===== src/rtl/opr_pkg.sv =====
// Shared definitions for the operand-demux return path: source codes, default
// widths and the result record carried from each unit back to the register file.
package opr_pkg;

   localparam int DATA_W_DEF = 8;
   localparam int DEST_W_DEF = 4;
   localparam int NSRC       = 4;

   localparam logic [2:0] SRC_WTR   = 3'd0;
   localparam logic [2:0] SRC_INC   = 3'd1;
   localparam logic [2:0] SRC_RESET = 3'd2;
   localparam logic [2:0] SRC_WTA   = 3'd3;

   typedef struct packed {
      logic [DATA_W_DEF-1:0] data;
      logic [DEST_W_DEF-1:0] dest;
   } opr_result_t;

endpackage


===== src/rtl/rr_arbiter4.sv =====
// Four-way round-robin arbiter. The search starts one past the last winner, and
// the winner is remembered only when the consumer takes the grant.
module rr_arbiter4 (
   input  logic       clock,
   input  logic       reset,
   input  logic [3:0] req_i,
   input  logic       advance_i,
   output logic [3:0] grant_o,
   output logic [1:0] idx_o
);

   logic [1:0] last_grant_q;

   always_comb begin
      logic [1:0] cand;
      logic       found;
      cand    = '0;
      found   = 1'b0;
      grant_o = '0;
      idx_o   = '0;
      for (int k = 1; k <= 4; k++) begin
         cand = last_grant_q + 2'(k);
         if (!found && req_i[cand]) begin
            found         = 1'b1;
            grant_o[cand] = 1'b1;
            idx_o         = cand;
         end
      end
   end

   // Reset to WTA so that WTR is the first source searched.
   always_ff @(posedge clock or posedge reset) begin
      if (reset) begin
         last_grant_q <= 2'd3;
      end else if (advance_i && (|req_i)) begin
         last_grant_q <= idx_o;
      end
   end

endmodule


===== src/rtl/opr_result_arbiter.sv =====
// Buffers one result per WTR/INC/RESET/WTA unit and drains them round-robin onto
// the single register-file write-back port through a registered output stage.
module opr_result_arbiter
   import opr_pkg::*;
#(
   parameter int DATA_W = DATA_W_DEF,
   parameter int DEST_W = DEST_W_DEF
) (
   input  logic              clock,
   input  logic              reset,
   input  logic              io_WTR_valid,
   input  logic [DATA_W-1:0] io_WTR_result,
   input  logic [DEST_W-1:0] io_WTR_dest,
   output logic              io_WTR_ready,
   input  logic              io_INC_valid,
   input  logic [DATA_W-1:0] io_INC_result,
   input  logic [DEST_W-1:0] io_INC_dest,
   output logic              io_INC_ready,
   input  logic              io_RESET_valid,
   input  logic [DATA_W-1:0] io_RESET_result,
   input  logic [DEST_W-1:0] io_RESET_dest,
   output logic              io_RESET_ready,
   input  logic              io_WTA_valid,
   input  logic [DATA_W-1:0] io_WTA_result,
   input  logic [DEST_W-1:0] io_WTA_dest,
   output logic              io_WTA_ready,
   output logic              io_wb_valid,
   output logic [DATA_W-1:0] io_wb_data,
   output logic [DEST_W-1:0] io_wb_dest,
   output logic [2:0]        io_wb_src,
   input  logic              io_wb_ready,
   output logic              io_busy
);

   logic [NSRC-1:0]   valid_in;
   logic [DATA_W-1:0] data_in [NSRC];
   logic [DEST_W-1:0] dest_in [NSRC];

   logic [NSRC-1:0]   full_q, full_d;
   logic [DATA_W-1:0] data_q [NSRC];
   logic [DEST_W-1:0] dest_q [NSRC];

   logic [NSRC-1:0]   accept;
   logic [NSRC-1:0]   grant;
   logic [1:0]        gnt_idx;
   logic              load;

   logic              wb_valid_q;
   logic [DATA_W-1:0] wb_data_q;
   logic [DEST_W-1:0] wb_dest_q;
   logic [2:0]        wb_src_q;

   assign valid_in = {io_WTA_valid, io_RESET_valid, io_INC_valid, io_WTR_valid};

   assign data_in[SRC_WTR[1:0]]   = io_WTR_result;
   assign data_in[SRC_INC[1:0]]   = io_INC_result;
   assign data_in[SRC_RESET[1:0]] = io_RESET_result;
   assign data_in[SRC_WTA[1:0]]   = io_WTA_result;
   assign dest_in[SRC_WTR[1:0]]   = io_WTR_dest;
   assign dest_in[SRC_INC[1:0]]   = io_INC_dest;
   assign dest_in[SRC_RESET[1:0]] = io_RESET_dest;
   assign dest_in[SRC_WTA[1:0]]   = io_WTA_dest;

   // Ready is purely the slot flop, so a slot emptied this edge refills next edge.
   assign accept = valid_in & ~full_q;
   assign load   = (~wb_valid_q | io_wb_ready) & (|full_q);
   assign full_d = (full_q & ~(grant & {NSRC{load}})) | accept;

   rr_arbiter4 u_rr (
      .clock     (clock),
      .reset     (reset),
      .req_i     (full_q),
      .advance_i (load),
      .grant_o   (grant),
      .idx_o     (gnt_idx)
   );

   always_ff @(posedge clock or posedge reset) begin
      if (reset) begin
         full_q <= '0;
         for (int i = 0; i < NSRC; i++) begin
            data_q[i] <= '0;
            dest_q[i] <= '0;
         end
      end else begin
         full_q <= full_d;
         for (int i = 0; i < NSRC; i++) begin
            if (accept[i]) begin
               data_q[i] <= data_in[i];
               dest_q[i] <= dest_in[i];
            end
         end
      end
   end

   always_ff @(posedge clock or posedge reset) begin
      if (reset) begin
         wb_valid_q <= 1'b0;
         wb_data_q  <= '0;
         wb_dest_q  <= '0;
         wb_src_q   <= '0;
      end else if (load) begin
         wb_valid_q <= 1'b1;
         wb_data_q  <= data_q[gnt_idx];
         wb_dest_q  <= dest_q[gnt_idx];
         wb_src_q   <= {1'b0, gnt_idx};
      end else if (io_wb_ready) begin
         wb_valid_q <= 1'b0;
      end
   end

   assign io_WTR_ready   = ~full_q[SRC_WTR[1:0]];
   assign io_INC_ready   = ~full_q[SRC_INC[1:0]];
   assign io_RESET_ready = ~full_q[SRC_RESET[1:0]];
   assign io_WTA_ready   = ~full_q[SRC_WTA[1:0]];

   assign io_wb_valid = wb_valid_q;
   assign io_wb_data  = wb_data_q;
   assign io_wb_dest  = wb_dest_q;
   assign io_wb_src   = wb_src_q;
   assign io_busy     = (|full_q) | wb_valid_q;

endmodule

===== config.mk =====
export PLATFORM = sky130hd
export DESIGN_NAME = opr_result_arbiter
export DESIGN_NICKNAME = d
export VERILOG_FILES = /design/src/rtl/opr_pkg.sv /design/src/rtl/rr_arbiter4.sv /design/src/rtl/opr_result_arbiter.sv
export SDC_FILE = /design/constraint.sdc
export NUM_CORES = 1
export LEC_CHECK = 0
export CAP_MARGIN = 10
export CORE_UTILIZATION = 45
export CTS_BUF_LIST = sky130_fd_sc_hd__clkbuf_8
export DETAILED_ROUTE_END_ITERATION = 10
export GPL_ROUTABILITY_DRIVEN = 0
export HOLD_SLACK_MARGIN = 0.15
export PLACE_DENSITY = 0.72
export RECOVER_POWER = 50
export SLEW_MARGIN = 15
export SYNTH_ARGS = -nofsm -noshare
export SYNTH_HDL_FRONTEND = slang
export SYNTH_SLANG_ARGS = --single-unit

===== constraint.sdc =====
create_clock -name clock -period 6.1 [get_ports clock]
set_clock_uncertainty 0.05 [all_clocks]
set_input_delay 1.22 -clock clock [delete_from_list [all_inputs] [get_ports clock]]
set_output_delay 1.22 -clock clock [all_outputs]
set_load 0.01 [all_outputs]

==> flow_summary.toml, run 1 <==
[worst_setup_path]
crit_family = "multiplexers"
reg2reg_depth = 7
crit_arrival_ns = 4.14
cpPeakStageDelay_ns = 0.98
crit_slowest_cell = "mux2i_4"
crit_fanout = 25
critPathKind = "reg2reg"
crit_cells = 7
crit_chain = "inv_2, ha_1, mux4_2, nor2_2, mux2i_4, mux2i_1, o221ai_1"
cp-start-kind = "flop"
required_ns = 6.24
end_kind = "flop"
worst-path-buf-inv = 1

[clock_tree]
cts_resized = 0
path_clk_slew_ns = 0.07
clock_latency_ns = 0.34
htree_levels = 3
clock-root-buffer = "clkbuf_8"
post-cts-setup-buffers = 0
cts_tree = "built"
clock-sinks = 69
cts_made_buffers = 9
postCtsHoldBufs = 0
cts.path.max_buffers = 2

[placement]
pre_cts_slack_ns = 2.17
dpl.hpwl_um = 5460
dp.cells = 425
postPlaceCellArea_sq_mm = 0.00420
port_buffers = 74

[pwr]
switching_share_pct = 36.8
ir_drop_mv = 0.320
power_frac_seq_pct = 36.9
combPwrFrac_pct = 46.1
clock_power_share_pct = 17.0
p_switching_uw = 902
total_power_mw = 2.45
internal_power_mw = 1.55
power.density_mw_per_mm2 = 554
leakagePower_nw = 1.87

[cells_and_area]
nets = 400
final_core_util_pct = 60.7
area_delta_synth_final_pct = 29.4
mostFrequentLayoutCell = "clkdlybuf4s50_1"
multi_input_area_sq_mm = 0.00156
fin_cells = 441
n_antenna_cell = 0
seq_area_sq_mm = 0.00173
fill_cells = 641
final_cell_mix = "clkdlybuf4s50_1, dfrtp_1, mux2_2, mux2i_1, nand2_1"
finalInstanceArea_sq_mm = 0.00442
layout-drive-gt1-share_pct = 22.8

[floorplanning]
die_h_um = 89.2
fp.dieW_um = 89.2
die_area_sq_mm = 0.00795
fp.coreArea_sq_mm = 0.00729
start_util_pct = 46.9
row_count = 31
io_pins = 76

[timing]
worst_slew_pin_slew_ns = 1.17
max_slew_margin_pct = 20.4
hold_viol = 0
whs_ns = 0.464
rsz0062_at_grt = "false"
fmax_mhz = 250
setup_viol = 0
finalCriticalPeriod_ns = 3.99
fin_tns_setup_ns = 0
slew_viol_final = 0
fin_ws_ns = 2.11
period_share_pct = 65.4

[synth]
avgSynthCellArea_sq_um = 12.7
yosys.area.top_type_share_pct = 49.0
syn-num-nets = 332
yosysWarnings = 0
synth_top_area_cell = "dfrtp_1"
synth_seq_cells = 69
synth_area_leaders = "dfrtp_1, mux2_2, mux2i_1"
syn-cell-area_sq_mm = 0.00342
ys_async_sr_fraction_pct = 100
yosysSeqAreaShare_pct = 50.6
synth-edff-count = 0
synthCells = 269
ys_types = 41
ys.flop_type = "dfrtp_1"

[drt]
drt-initial-drc-count = 164
vias = 2446
wl_per_cell_um = 17.4
drc = 0
drt-vias-per-instance = 5.55
drt_wl_total_um = 7670
firstDrtPassIters = 4
ant_nets = 0

[global_routing]
grt_pass1_wl_um = 12400
antenna_found_initial = 0
grt_pass1_vias = 2473
track_usage_pct = 21.4
grt_max_degree = 64
grt-ovfl-total = 0

[run_status]
status = "complete, no violations"

[flow_run]
drv_cap = 0

[min_path]
hp-class = "reg2reg"
hold_depth = 2
[worst paths after layout]
kind,start,slack [ns],end
worst min register to register,io_wb_dest[3]$_DFFE_PP0P_,0.46,io_wb_dest[3]$_DFFE_PP0P_
worst max register to register,u_rr.last_grant_q[0]$_DFFE_PP1P_,2.11,io_wb_data[7]$_DFFE_PP0P_
worst min-delay path,io_wb_dest[3]$_DFFE_PP0P_,0.46,io_wb_dest[3]$_DFFE_PP0P_
max in group asynchronous,reset,3.71,data_q[12]$_DFFE_PP0P_
min in group asynchronous,reset,1.21,full_q[1]$_DFF_PP0_
worst max-delay path,u_rr.last_grant_q[0]$_DFFE_PP1P_,2.11,io_wb_data[7]$_DFFE_PP0P_
[final cells by class]
cell class              count  area share (%)
flip-flops and latches     69            39.1
multi-input cells         173            35.3
repair buffers             76            17.1
clock buffers              10            3.11
well taps                  99            2.80
clock inverters             6            1.95
inverters                   8           0.679
[cell usage after synthesis, types with 2 or more instances]
cell,number
a21oi_1,2
a221oi_1,2
a22oi_1,8
a31oi_1,3
buf_2,6
buf_8,2
clkbuf_1,10
dfrtp_1,67
dfstp_2,2
ha_1,8
inv_1,7
mux2_2,50
mux2i_1,26
mux4_2,3
nand2_1,18
nand2b_1,2
nand4_1,2
nor2_1,6
nor2b_1,4
nor3_1,2
o21ai_0,3
o21bai_1,2
o221ai_1,12
o32ai_1,3
or2_1,3
[worst reg2reg max path: cells and delay by family, from the launching register on]
kind	cells	cell delay (ns)
simple gates	1	0.22
flops	1	0.78
compound gates	1	0.16
buf+inv	1	0.15
fa+ha+maj	1	0.49
mux	3	2.01
[logic make-up (layout without fill, tap and decap cells)]
logic type	after synthesis	after routing	synth area share, %
muxes	81	81	27.0
DFF	69	69	50.6
and+or+nand+nor	44	44	6.55
AOI/OAI and AO/OA	38	38	8.57
buffers and inverters	27	100	3.95
adders and majority gates	8	8	2.93
other	1	1	0.110
xor gates and xnor gates	1	1	0.256
[power groups by stage]
stage	Sequential (mW)	Combinational, mW	Clock, mW
2_1_floorplan	0.821	0.897	0
3_3_place_gp	0.912	1.09	0
3_5_place_dp	0.912	1.13	0
4_1_cts	0.907	1.14	0.423
5_1_grt	0.936	1.23	0.442
6_report	0.904	1.13	0.416
[metal layers]
layer	wire length [um]	vias to the layer above	share of wire [%]	GRT usage (%)
li1	-	1117	-	-
met1	3280	1231	43	26.7
met2	3960	87	52	37.0
met3	315	11	4.1	4.99
met4	113	0	1.5	6.35
met5	0	-	0	0
[flip-flops by register name, indices dropped and copies added (netlist names)]
name and count:
data_q 32, dest_q 16, full_q 4, io_wb_data 8
io_wb_dest 4, io_wb_src 2, io_wb_valid 1, u_rr.last_grant_q 2
No activity file was read; power rests on OpenSTA's default activity.
==> run 2: changes to the inputs <==
- PLACE_DENSITY: 0.72 -> 0.75
- clock period: 6.1 -> 3.4 ns (I/O delays scaled with it)
==> run 2 against run 1 <==
First-iteration DRC count down 18%. Non-clock buffer count up 7. Die area unchanged. Cell area up 1.8%. Combinational power up 87%. Sequential cell count unchanged. Global-route usage down 0.10 points. Final cell count up 1.6%. Critical endpoint unchanged.
==> flow_summary.toml, run 2 (synthesized netlist as in run 1, its figures left out) <==
[run_status]
status = "complete, no violations"

[pwr]
power.density_mw_per_mm2 = 1000
ir_drop_mv = 0.518
leakagePower_nw = 1.90

[clock_tree]
cts_made_buffers = 9
cts.path.max_buffers = 2
post-cts-setup-buffers = 0
clock_latency_ns = 0.34
path_clk_slew_ns = 0.08
clock-sinks = 69
htree_levels = 3
cts_tree = "built"
clock-root-buffer = "clkbuf_8"
postCtsHoldBufs = 0

[timing]
worst_slew_pin_slew_ns = 1.33
setup_viol = 0
slew_viol_final = 0
fmax_mhz = 308
period_share_pct = 95.5
finalCriticalPeriod_ns = 3.25
max_slew_margin_pct = 11.6
hold_viol = 0
fin_tns_setup_ns = 0
rsz0062_at_grt = "false"

[cells_and_area]
final_cell_mix = "clkdlybuf4s50_1, dfrtp_1, mux2_2, mux2i_1, nand2_1"
largest_register_ffs = 32
finalInstanceArea_sq_mm = 0.00450
largest-register = "data_q"
final_core_util_pct = 61.7
layout-drive-gt1-share_pct = 23.2
n_antenna_cell = 0
mostFrequentLayoutCell = "clkdlybuf4s50_1"
nets = 407
area_delta_synth_final_pct = 31.7
fin_cells = 448

[min_path]
hp-class = "reg2reg"

[drt]
vias = 2422
drt-initial-drc-count = 135
firstDrtPassIters = 4
wl_per_cell_um = 17.0
ant_nets = 0
drt-vias-per-instance = 5.41
drt_wl_total_um = 7630
drc = 0

[placement]
dp.cells = 432
port_buffers = 74
postPlaceCellArea_sq_mm = 0.00427
dpl.hpwl_um = 5440

[worst_setup_path]
required_ns = 3.55
crit_fanout = 25
cp-start-kind = "flop"
critPathKind = "reg2reg"
crit_arrival_ns = 3.39
reg2reg_slack_ns = 0.15
end_kind = "flop"

[floorplanning]
row_count = 31
fp.dieW_um = 89.2
io_pins = 76
fp.coreArea_sq_mm = 0.00729
start_util_pct = 46.9
die_h_um = 89.2
die_area_sq_mm = 0.00795

[global_routing]
track_usage_pct = 21.3
grt_pass1_vias = 2477
antenna_found_initial = 0
grt_pass1_wl_um = 12400
grt_max_degree = 26
grt-ovfl-total = 0

[flow_run]
drv_cap = 0
==> run 2: layout make-up <==
cell class	instances	area [sq um]
Clock buffer	10	138
Clock inverter	6	111
Fill cell	627	2790
Inverter	8	30.0
Multi-Input combinational cell	173	1560
Sequential cell	69	1730
Tap cell	99	124
Timing Repair Buffer	83	806
==> run 2: metal layers <==
layer	routed length, um	global-route usage, %	share of wire (%)	vias up
met5	0	0	0	-
met4	140	8.08	1.8	0
met3	399	5.26	5.2	11
met2	3890	34.7	51	73
met1	3200	27.5	42	1208
li1	-	-	-	1130
==> run 2: through the flow <==
stage | hold WS, ns | total power, mW | setup WS (ns)
after floorplan | 0.430 | 3.08 | 0.0160
after global placement | 0.419 | 3.64 | 0.264
after detailed placement | 0.427 | 3.72 | 0.164
after CTS | 0.457 | 4.55 | 0.134
after global routing | 0.477 | 4.82 | 0.0108
final | 0.457 | 4.51 | 0.155
==> run 2: worst max-delay path, cell delays in order, from the launching register on <==
cell	delay [ns]
dfstp_2	0.66
inv_1	0.15
ha_2	0.45
mux4_2	0.63
nor2_2	0.21
mux2i_4	0.28
buf_12	0.23
mux2i_1	0.28
o221ai_1	0.15
==> run 2: path summary, 6_finish.rpt <==
check	start	end	cells past startpoint
max	u_rr.last_grant_q[1]$_DFFE_PP1P_	io_wb_data[7]$_DFFE_PP0P_	8
min	io_wb_dest[1]$_DFFE_PP0P_	io_wb_dest[1]$_DFFE_PP0P_	2
max reg2reg	u_rr.last_grant_q[1]$_DFFE_PP1P_	io_wb_data[7]$_DFFE_PP0P_	8
min reg2reg	io_wb_dest[1]$_DFFE_PP0P_	io_wb_dest[1]$_DFFE_PP0P_	2
max in group asynchronous	reset	io_wb_data[4]$_DFFE_PP0P_	3
min in group asynchronous	reset	full_q[1]$_DFF_PP0_	2
==> run 2: what timing repair did <==
| action | CTS | global route |
|---|---|---|
| resized for setup | 0 | 1 |
| hold endpoints to repair | 0 | 0 |
| endpoints found under the setup margin | 0 | 6 |
==> run 2: report_power, final <==
group	internal, mW	switching (mW)
clock network	0.507	0.317
registers	1.25	0.335
logic	1.15	0.962
